`src/rtl/gfx_pixel_cmd_dispatcher.sv`:
```
// Pixel command dispatcher: FIFO-buffered host commands are issued one at a time to the render unit.
// Optional perf counters (perf_done, perf_tmo) are compiled in with GFX_DISP_PERF_EN.
module gfx_pixel_cmd_dispatcher #(
    parameter int FIFO_DEPTH  = 4,
    parameter int HOLD_CYCLES = 4,
    parameter int TIMEOUT     = 16
) (
    input  logic        clk,
    input  logic        rst,
    input  logic        cmd_valid,
    output logic        cmd_ready,
    input  logic [23:0] cmd_rgb,
    input  logic [5:0]  cmd_x,
    input  logic [5:0]  cmd_y,
    input  logic [1:0]  cmd_mode,
    input  logic        cmd_op,
    output logic [7:0]  pixel_r,
    output logic [7:0]  pixel_g,
    output logic [7:0]  pixel_b,
    output logic [5:0]  coord_x,
    output logic [5:0]  coord_y,
    output logic [1:0]  render_mode,
    output logic        pixel_write,
    output logic        texture_read,
    input  logic        render_ready,
    input  logic [7:0]  rin_r,
    input  logic [7:0]  rin_g,
    input  logic [7:0]  rin_b,
    output logic        res_valid,
    input  logic        res_ready,
    output logic [23:0] res_rgb,
    output logic        res_timeout,
`ifdef GFX_DISP_PERF_EN
    output logic [15:0] perf_done,
    output logic [7:0]  perf_tmo,
`endif
    output logic        busy
);

    localparam int PW = (FIFO_DEPTH > 1) ? $clog2(FIFO_DEPTH) : 1;
    localparam int HW = $clog2(HOLD_CYCLES + 1);
    localparam int TW = $clog2(TIMEOUT + 1);

    typedef struct packed {
        logic [23:0] rgb;
        logic [5:0]  x;
        logic [5:0]  y;
        logic [1:0]  mode;
        logic        op;
    } cmd_t;

    typedef enum logic [1:0] {
        ST_IDLE  = 2'd0,
        ST_ISSUE = 2'd1,
        ST_WAIT  = 2'd2
    } state_t;

    state_t        state_q, state_d;
    logic [PW:0]   wr_ptr_q, wr_ptr_d;
    logic [PW:0]   rd_ptr_q, rd_ptr_d;
    cmd_t          mem_q [FIFO_DEPTH];
    cmd_t          head;
    logic          full;
    logic          empty;
    logic          push;
    logic          issue;

    logic [HW-1:0] hold_cnt_q, hold_cnt_d;
    logic [TW-1:0] to_cnt_q, to_cnt_d;
    logic [23:0]   pix_rgb_q, pix_rgb_d;
    logic [5:0]    coord_x_q, coord_x_d;
    logic [5:0]    coord_y_q, coord_y_d;
    logic [1:0]    mode_q, mode_d;
    logic          pixel_write_q, pixel_write_d;
    logic          texture_read_q, texture_read_d;
    logic          res_valid_q, res_valid_d;
    logic [23:0]   res_rgb_q, res_rgb_d;
    logic          res_timeout_q, res_timeout_d;

    // Full when the index bits match but the wrap bits differ.
    assign empty = (wr_ptr_q == rd_ptr_q);
    assign full  = (wr_ptr_q[PW] != rd_ptr_q[PW]) &&
                   (wr_ptr_q[PW-1:0] == rd_ptr_q[PW-1:0]);
    assign push  = cmd_valid && !full;
    assign head  = mem_q[rd_ptr_q[PW-1:0]];

    always_ff @(posedge clk) begin
        if (push) begin
            mem_q[wr_ptr_q[PW-1:0]] <= '{rgb: cmd_rgb, x: cmd_x, y: cmd_y,
                                         mode: cmd_mode, op: cmd_op};
        end
    end

    always_comb begin
        state_d        = state_q;
        hold_cnt_d     = hold_cnt_q;
        to_cnt_d       = to_cnt_q;
        pix_rgb_d      = pix_rgb_q;
        coord_x_d      = coord_x_q;
        coord_y_d      = coord_y_q;
        mode_d         = mode_q;
        pixel_write_d  = pixel_write_q;
        texture_read_d = texture_read_q;
        res_valid_d    = res_valid_q;
        res_rgb_d      = res_rgb_q;
        res_timeout_d  = res_timeout_q;
        issue          = 1'b0;

        if (res_valid_q && res_ready) begin
            res_valid_d = 1'b0;
        end

        case (state_q)
            ST_IDLE: begin
                // A result being consumed this cycle frees the slot for the next issue.
                if (!empty && (!res_valid_q || res_ready)) begin
                    issue          = 1'b1;
                    pix_rgb_d      = head.rgb;
                    coord_x_d      = head.x;
                    coord_y_d      = head.y;
                    mode_d         = head.mode;
                    pixel_write_d  = !head.op;
                    texture_read_d = head.op;
                    hold_cnt_d     = HW'(HOLD_CYCLES - 1);
                    to_cnt_d       = TW'(TIMEOUT - 1);
                    state_d        = ST_ISSUE;
                end
            end
            ST_ISSUE: begin
                if (to_cnt_q != '0) begin
                    to_cnt_d = to_cnt_q - TW'(1);
                end
                if (hold_cnt_q == '0) begin
                    pixel_write_d  = 1'b0;
                    texture_read_d = 1'b0;
                    state_d        = ST_WAIT;
                end else begin
                    hold_cnt_d = hold_cnt_q - HW'(1);
                end
            end
            ST_WAIT: begin
                if (render_ready) begin
                    res_rgb_d     = {rin_r, rin_g, rin_b};
                    res_valid_d   = 1'b1;
                    res_timeout_d = 1'b0;
                    state_d       = ST_IDLE;
                end else if (to_cnt_q == '0) begin
                    res_rgb_d     = '0;
                    res_valid_d   = 1'b1;
                    res_timeout_d = 1'b1;
                    state_d       = ST_IDLE;
                end else begin
                    to_cnt_d = to_cnt_q - TW'(1);
                end
            end
            default: begin
                state_d = ST_IDLE;
            end
        endcase

        wr_ptr_d = push  ? wr_ptr_q + (PW+1)'(1) : wr_ptr_q;
        rd_ptr_d = issue ? rd_ptr_q + (PW+1)'(1) : rd_ptr_q;
    end

    always_ff @(posedge clk or posedge rst) begin
        if (rst) begin
            state_q        <= ST_IDLE;
            wr_ptr_q       <= '0;
            rd_ptr_q       <= '0;
            hold_cnt_q     <= '0;
            to_cnt_q       <= '0;
            pix_rgb_q      <= '0;
            coord_x_q      <= '0;
            coord_y_q      <= '0;
            mode_q         <= '0;
            pixel_write_q  <= 1'b0;
            texture_read_q <= 1'b0;
            res_valid_q    <= 1'b0;
            res_rgb_q      <= '0;
            res_timeout_q  <= 1'b0;
        end else begin
            state_q        <= state_d;
            wr_ptr_q       <= wr_ptr_d;
            rd_ptr_q       <= rd_ptr_d;
            hold_cnt_q     <= hold_cnt_d;
            to_cnt_q       <= to_cnt_d;
            pix_rgb_q      <= pix_rgb_d;
            coord_x_q      <= coord_x_d;
            coord_y_q      <= coord_y_d;
            mode_q         <= mode_d;
            pixel_write_q  <= pixel_write_d;
            texture_read_q <= texture_read_d;
            res_valid_q    <= res_valid_d;
            res_rgb_q      <= res_rgb_d;
            res_timeout_q  <= res_timeout_d;
        end
    end

`ifdef GFX_DISP_PERF_EN
    logic        done_evt;
    logic        tmo_evt;
    logic [15:0] perf_done_q, perf_done_d;
    logic [7:0]  perf_tmo_q, perf_tmo_d;

    assign done_evt = (state_q == ST_WAIT) && render_ready;
    assign tmo_evt  = (state_q == ST_WAIT) && !render_ready && (to_cnt_q == '0);

    // Saturating: stick at all-ones instead of wrapping.
    always_comb begin
        perf_done_d = perf_done_q;
        perf_tmo_d  = perf_tmo_q;
        if (done_evt && (perf_done_q != 16'hFFFF)) begin
            perf_done_d = perf_done_q + 16'd1;
        end
        if (tmo_evt && (perf_tmo_q != 8'hFF)) begin
            perf_tmo_d = perf_tmo_q + 8'd1;
        end
    end

    always_ff @(posedge clk or posedge rst) begin
        if (rst) begin
            perf_done_q <= '0;
            perf_tmo_q  <= '0;
        end else begin
            perf_done_q <= perf_done_d;
            perf_tmo_q  <= perf_tmo_d;
        end
    end

    assign perf_done = perf_done_q;
    assign perf_tmo  = perf_tmo_q;
`else
    // Without counters the completion and timeout events go unobserved.
`endif

    assign cmd_ready    = !full;
    assign pixel_r      = pix_rgb_q[23:16];
    assign pixel_g      = pix_rgb_q[15:8];
    assign pixel_b      = pix_rgb_q[7:0];
    assign coord_x      = coord_x_q;
    assign coord_y      = coord_y_q;
    assign render_mode  = mode_q;
    assign pixel_write  = pixel_write_q;
    assign texture_read = texture_read_q;
    assign res_valid    = res_valid_q;
    assign res_rgb      = res_rgb_q;
    assign res_timeout  = res_timeout_q;
    assign busy         = (state_q != ST_IDLE) || !empty;

endmodule

```
`config.mk`:
```
export PLATFORM = sky130hd
export DESIGN_NAME = gfx_pixel_cmd_dispatcher
export DESIGN_NICKNAME = d
export VERILOG_FILES = /design/src/rtl/gfx_pixel_cmd_dispatcher.sv
export SDC_FILE = /design/constraint.sdc
export NUM_CORES = 1
export LEC_CHECK = 0
export CAP_MARGIN = 20
export CORE_MARGIN = 3
export CORE_UTILIZATION = 45
export DETAILED_ROUTE_END_ITERATION = 10
export GPL_TIMING_DRIVEN = 0
export PLACE_DENSITY = 0.67
export SKIP_CTS_REPAIR_TIMING = 1
export SLEW_MARGIN = 20
export SYNTH_ARGS = -nofsm -noshare
export SYNTH_HDL_FRONTEND = slang
export SYNTH_SLANG_ARGS = --single-unit
```
`constraint.sdc`:
```
create_clock -name clk -period 3.1 [get_ports clk]
set_clock_uncertainty 0.1 [all_clocks]
set_input_delay 0.775 -clock clk [delete_from_list [all_inputs] [get_ports clk]]
set_output_delay 0.775 -clock clk [all_outputs]
set_load 0.01 [all_outputs]
```
==> results of run 1 <==
## cell families (layout without fill, tap and decap cells)
group	after synthesis	in the layout
adder cells (fa/ha/maj)	13	13
XOR/XNOR	10	10
AO/OA/AOI/OAI	56	56
AND/OR/NAND/NOR	30	30
buffers and inverters	37	219
multiplexers	80	80
flip-flops	238	238
## worst min path at each step
stage | from | endpoint | cells past startpoint
after global placement | pixel_write$_DFFE_PP0P_ | pixel_write$_DFFE_PP0P_ | 1
after CTS | res_rgb[10]$_DFFE_PP0P_ | res_rgb[10]$_DFFE_PP0P_ | 1
after global routing | res_rgb[4]$_DFFE_PP0P_ | res_rgb[4]$_DFFE_PP0P_ | 1
after floorplan | hold_cnt_q[2]$_DFFE_PP0P_ | hold_cnt_q[2]$_DFFE_PP0P_ | 1
after detailed placement | res_rgb[10]$_DFFE_PP0P_ | res_rgb[10]$_DFFE_PP0P_ | 1
final | res_timeout$_DFFE_PP0P_ | res_timeout$_DFFE_PP0P_ | 2
## stage by stage
stage          hold WS, ns  TNS [ns]
6_report             0.401         0
4_1_cts              0.403         0
2_1_floorplan        0.382         0
3_3_place_gp         0.374   -252.54
5_1_grt              0.425         0
3_5_place_dp         0.388         0
## flip-flops by register name, summed over array words and instances, names as in the netlist
| name | flops |
|---|---|
| texture_read | 1 |
| render_mode | 2 |
| wr_ptr_q | 3 |
| state_q | 2 |
| res_rgb | 24 |
| mem_q | 156 |
| coord_y | 6 |
| rd_ptr_q | 3 |
| coord_x | 6 |
| res_timeout | 1 |
| to_cnt_q | 5 |
| hold_cnt_q | 3 |
| pix_rgb_q | 24 |
| pixel_write | 1 |
| res_valid | 1 |
## area by class of cell
| class | instances | area (um2) | area share, % |
|---|---|---|---|
| Clock inverter | 9 | 55.1 | 0.466 |
| Timing Repair Buffer | 136 | 1380 | 11.7 |
| Clock buffer | 37 | 731 | 6.19 |
| Sequential cell | 238 | 6740 | 57.0 |
| Buffer | 23 | 126 | 1.07 |
| Multi-Input combinational cell | 189 | 2400 | 20.3 |
| Inverter | 14 | 57.6 | 0.487 |
| Tap cell | 265 | 332 | 2.81 |
## where the power goes
part	internal (uW)	switching, uW
Combinational	2730	2180
Clock	1630	1170
Sequential	4450	435
## placed cells by master (no fill, tap or decap), drive strengths merged, types with 2 or more instances in the layout
master and count:
edfxtp 156, clkdlybuf4s50 135, dfrtp 82, clkbuf 49, mux2 40, mux4 39, a22o 26, inv 16
ha 13, buf 12, nand2 6, xnor2 6, clkinv 5, o21ai 5, and2 5, xor2 4
and3 4, a31oi 4, a21oi 3, nor3 3, nand4 3, o311ai 2, nor2 2, a21o 2
nand3 2, nor3b 2, a211oi 2, a21boi 2, clkinvlp 2, a41oi 2
## layer usage
layer / vias up / global-route usage, % / routed length (um)
met2: 152 / 27.1 / 8530
met3: 28 / 4.45 / 1190
met1: 2488 / 22.3 / 7970
li1: 2173 / - / -
met4: 2 / 3.84 / 323
met5: - / 0 / 13
## worst min-delay path, cell delays in order (launching register included)
cell and delay [ns]:
dfrtp_1 0.35, a21oi_1 0.04, nor2_1 0.07
==> run summary, run 1 <==
The flow ran to the end, and the final reports show no timing, DRC or antenna violations. Yosys attributes the largest share of cell area to edfxtp_1 (50%), dfrtp_1 (22%), mux4_2 (9.4%). The reported leakage power came out at 0.00442 uW. The overall routed net length came out at 18000 um. After floorplanning, the core was divided into 51 placement rows. The overall die width is 150 um. The setup slack of the most critical reg-to-reg path is 0.78 ns. The clock sink total is 238.

STA classifies the critical path startpoint as a register. The clock latency on the worst-skew pair came out at 0.52 ns. The capturing element of the worst setup path is busy. In the synthesized netlist the dominant register cell turns out to be edfxtp_1.

After filler insertion, the fill cell instance count of the layout stands at 1473. The share of cell area taken by muxes after synthesis is 15.9%. The max-slew violation total from the final report came out at 0. The endpoint identified for the worst register-to-register timing path is mem_q[2][30]$_DFFE_PP_.

The worst register-to-register path begins at rd_ptr_q[0]$_DFFE_PP0P_. Setup repair after global routing left no endpoint under its margin. Walking the worst path, the cells encountered are buf_2, xnor2_1, nand4_1, clkdlybuf4s50_1.

Summed over all nets, the half-perimeter wirelength after detailed placement is 11000 um. Summing every instance area after synthesis gives 0.00930 mm2. On the critical path the largest part of the delay comes from buffers and inverters. The port buffer count came out at 135. The first-pass GRT wire length came out at 28900 um. The ratio of cells with drive above 1 in the final layout came out at 22.1%. The H-tree depth reported by CTS is 1. The first detailed-routing pass ran for 4 iterations. The worst pin sits at a relative slew slack of 51.1%. The clock slew at the register clock pins of the worst setup and hold paths came out at 0.06 ns. Counting instances in the post-synthesis netlist gives the leading cell types as edfxtp_1 (156), dfrtp_1 (82), mux4_2 (39). Summed over all layers, the global routing overflow is 0. The number of hold violations in the final report was 0.

The total power consumption of the routed design is 12600 uW. The cell count after synthesis came out at 464. The largest voltage drop on the vdd net came out at 0.596 mV.

Once placement completed, the tool counted placed cells totaling 865. The net count after synthesis came out at 545. The final non-filler cell total is 911. The height of the chip came out at 150 um.

The number of global-route vias before repair came out at 5287. The setup slack after placement is 0.360 ns. At the worst endpoint, the required time is 2.22 ns.

For this run, design rule violations remaining after detail routing come to 0. The async set or reset register ratio after synthesis came out at 34.5%. The min-delay analysis places its worst path in the category register to register. Routability-driven placement finished with a final weighted congestion of 0.746. After routing the design area is 0.0118 mm2. The maximum buffer depth of the clock tree is 3. The synthesized netlist devotes 4.99% of its cell area to compound gates. Setup violations remaining at the end of the flow were counted as 0. The final net count is 708. The share of the Yosys chip area taken by registers is 72.5%. Once the floorplan was initialized, standard cells occupied 46.8% of the core. TritonCTS built the clock tree. Across the run, the number of max-cap violations was 0.

The TritonCTS buffer count came out at 25. The total of flip-flops plus latches after synthesis is 238. The via-per-instance ratio is 5.32. The post-layout utilization of the core is 59.5%.

Entering global routing, the biggest net connects 61 pins. The number of primary I/O pins is 136. The transition time at the pin with the least slew margin came out at 0.733 ns. The share of the synthesized area in the top cell type came out at 50.4%.

Timing would allow up to 337 MHz. Tracing the worst setup path back leads to its startpoint at rd_ptr_q[1]$_DFFE_PP0P_. The placeable core area is 0.0198 mm2. The synthesized design spends more area on one cell type than any other, namely edfxtp_1. The most frequently used cell type in the post-synthesis netlist is edfxtp_1. The number of synthesized flops with an enable pin is 156. The via count came out at 4843. The type of the setup path with the least slack is register to primary output. The sum of buffers and inverters on the critical path came out at 2. The total global routing track utilization came out at 16.5%. After Yosys synthesis, and, or, nand and nor cells account for 1.98% of the synthesized area. The largest stage delay on the critical path is 0.53 ns. The floorplan step defined a die boundary enclosing 0.0224 mm2. In this run the power density over the cells is 1070 mW/mm2. The number of stages on the worst setup path is 4. The Yosys step of the flow raised 0 warnings. After synthesis, the largest family of logic cells by area is multiplexers. The layout overhead on the synthesized area is 27.1%. Data arrives at the worst endpoint at 2.10 ns. A synthesized cell averages 20.0 um2. The largest fanout of any net on the critical path came out at 6. The number of unique standard cell types used by synthesis came out at 44. Summing all placed instances gives a cell area of 0.0110 mm2.

The clock period minus worst slack came out at 2.97 ns. After layout, the worst path uses 95.9% of the clock period. For the worst flop-to-flop path, the logic depth is 4.

The CTS root buffer is clkbuf_16. For this block, the initial DRC count from the detailed router was 259. The number of antenna violations at the first check in global routing came to 1. STA classifies the critical path endpoint as a primary output. The fraction of synthesized cell area in xor and xnor cells is 0.942%.

The antenna diode instance count came out at 0. Dividing the detail-routed wire length by the instance count gives 19.8 um. The slowest stage of the critical path belongs to the cell clkdlybuf4s50_1.

The adder-cell share of the synthesized area came out at 1.75%. The worst path setup slack after routing came out at 0.129 ns. The number of nets with antenna violations after routing came out at 0.
Power figures use the tool's default switching activity.
==> run 2, diff against run 1 <==
Settings changed: CORE_MARGIN 3 to unset, RECOVER_POWER set to 100.
==> run summary, run 2 (same netlist as run 1, synthesis figures left out) <==
Outcome: complete, but fails checks (was finished, final reports clean). The checks that failed: max-capacitance violations, max-slew violations. The clock latency on the worst-skew pair is 0.52 ns (about the same). The number of DRC violations after detailed routing came to 0 (unchanged). The wire length per cell after detailed routing came to 19.3 um (was 19.8 um). The overall die width is 146 um (was 150 um).

The data required time at the worst endpoint came to 2.22 ns (about the same). The ratio of cells with drive above 1 in the final layout is 14.7% (was 22.1%). The largest net degree at the start of global routing is 49 (was 61). The number of nets with antenna violations after routing came out at 0 (unchanged). The number of flip-flops under the largest register name is 156 (unchanged). The via-per-instance ratio came out at 5.25 (was 5.32). The via count came out at 4816 (was 4843). The final HPWL from detailed placement came out at 10800 um (was 11000 um). The transition time at the pin with the least slew margin is 1.96 ns (was 0.733 ns). The launching element of the worst setup path is state_q[0]$_DFFE_PP0P_ (was rd_ptr_q[1]$_DFFE_PP0P_). The cell count of the worst reg-to-reg path is 4 (unchanged).

The final worst hold slack is 0.383 ns (was 0.401 ns). The arrival time at the worst endpoint was 2.04 ns (was 2.10 ns). The overall routed net length is 17700 um (was 18000 um).

The H-tree depth reported by CTS came out at 1 (unchanged). The power density relative to cell area is 1020 mW/mm2 (was 1070 mW/mm2). The total of endpoints with negative setup slack in the final report came out at 0 (unchanged).

The start of the worst register-to-register path is rd_ptr_q[0]$_DFFE_PP0P_ (unchanged). The maximum buffer depth of the clock tree was 3 (unchanged). The initial DRC count is 149 (was 259). The total power consumption of the routed design came out at 11900 uW (was 12600 uW). The final critical-path share of the clock period is 94.1% (was 95.9%).

The type of the setup path with the least slack is register to primary output (unchanged). The CTS root buffer is clkbuf_16 (unchanged). The TritonCTS buffer count came out at 25 (unchanged). The total die area is 0.0212 mm2 (was 0.0224 mm2). The worst hold path startpoint is pix_rgb_q[2]$_DFFE_PP0P_ (was res_timeout$_DFFE_PP0P_). The number of primary I/O pins came out at 136 (unchanged). The sort of element at the start of the critical path is a register (unchanged). The initial cell density of the core is 45.9% (was 46.8%). The clock sink total was 238 (unchanged). The number of cell rows was 52 (was 51). The placer's final routability congestion estimate is 0.849 (was 0.746). The largest voltage drop on the vdd net came to 0.582 mV (was 0.596 mV). Top library cells by usage in the layout, fill and taps aside: edfxtp_1 (156), dlygate4sd3_1 (106), dfrtp_1 (82) (was edfxtp_1 (156), clkdlybuf4s50_1 (135), dfrtp_1 (82)).

The first-pass GRT wire length came out at 28800 um (was 28900 um). The clock period minus worst slack came to 2.92 ns (was 2.97 ns). The critical path capture point type was a primary output (unchanged). The reported leakage power is 0.00433 uW (was 0.00442 uW). The worst hold path stage count is 1 (was 2). The port buffer count came to 135 (unchanged). The maximum clock rate is 343 MHz (was 337 MHz). The final net count is 708 (unchanged). The number of hold violations in the final report was 0 (unchanged). The most frequent standard cell in the layout excluding fill and tap cells is edfxtp_1 (unchanged). The number of antenna violations at the first check in global routing came out at 3 (was 1). The number of global-route vias before repair is 5242 (was 5287). The number of filler cells placed in the layout was 1535 (was 1473). The max-slew violation total from the final report is 48 (was 0). The height of the chip came out at 146 um (was 150 um).

The clock slew at the register clock pins of the worst setup and hold paths is 0.06 ns (about the same). RSZ-0062 raised after global routing: false (unchanged). The capture endpoint of the worst hold path is pix_rgb_q[2]$_DFFE_PP0P_ (was res_timeout$_DFFE_PP0P_). The placeable core area is 0.0202 mm2 (was 0.0198 mm2).

The number of optimization iterations in the first detailed-route pass came out at 4 (unchanged). The max-slew headroom at the worst pin was -30.6% (was 51.1%). The path category of the worst min-delay check is register to register (unchanged). The largest fanout of any net on the critical path came to 9 (was 6).

The setup slack of the most critical reg-to-reg path is 0.49 ns (was 0.78 ns). The endpoint of the worst-slack reg-to-reg timing path is mem_q[3][20]$_DFFE_PP_ (was mem_q[2][30]$_DFFE_PP_). The TritonCTS clock tree is built (unchanged). The layout overhead on the synthesized area is 25.0% (was 27.1%).

The reported max-cap violation count came out at 1 (was 0). The total global routing track utilization is 17.5% (was 16.5%). The total global routing overflow came out at 0 (unchanged).
==> run 2: how the worst max path moves through the flow <==
| stage | to |
|---|---|
| after floorplan | coord_x[0]$_DFFE_PP0P_ |
| after global placement | pix_rgb_q[22]$_DFFE_PP0P_ |
| after detailed placement | mem_q[2][20]$_DFFE_PP_ |
| after CTS | busy |
| after global routing | coord_x[2]$_DFFE_PP0P_ |
| final | busy |
==> run 2: final cells by class <==
type	instances	area (um2)	share of cell area (%)
Clock inverter	15	138	1.18
Buffer	23	95.1	0.818
Inverter	14	52.6	0.452
Clock buffer	31	648	5.58
Multi-Input combinational cell	189	2240	19.3
Sequential cell	238	6740	58.0
Timing Repair Buffer	136	1370	11.8
Antenna cell	1	2.50	0.0215
Tap cell	270	338	2.91
==> run 2: power by group <==
| group | switching (uW) | internal [uW] | total [uW] |
|---|---|---|---|
| registers | 395 | 4460 | 4850 |
| clock network | 1180 | 1660 | 2840 |
| logic | 2080 | 2100 | 4180 |
| total | 3660 | 8220 | 11900 |
==> run 2: metal layers <==
| layer | GRT usage (%) | share of wire, % | vias to the layer above |
|---|---|---|---|
| met1 | 22.8 | 43 | 2452 |
| li1 | - | - | 2172 |
| met5 | 0 | 0.13 | - |
| met3 | 4.55 | 6.5 | 36 |
| met2 | 29.4 | 49 | 152 |
| met4 | 4.37 | 1.9 | 4 |
==> run 2: through the flow <==
step	setup WS, ns	std cells	instance area (um2)	utilization, %	TNS [ns]
floorplan	0.117	464	9300	-	0
detailed placement	0.353	870	11000	54.4	0
CTS	0.0757	916	11800	58.3	0
global route	0.0733	916	11600	57.4	0
finish	0.184	917	11600	57.4	0
global placement	-1.53	869	11000	54.3	-248.80
==> run 2: worst max-delay path, stage by stage (launching register included) <==
cell,delay (ns)
dfrtp_1,0.39
inv_1,0.10
ha_1,0.19
clkbuf_2,0.17
nand4_1,0.11
clkdlybuf4s50_1,0.56
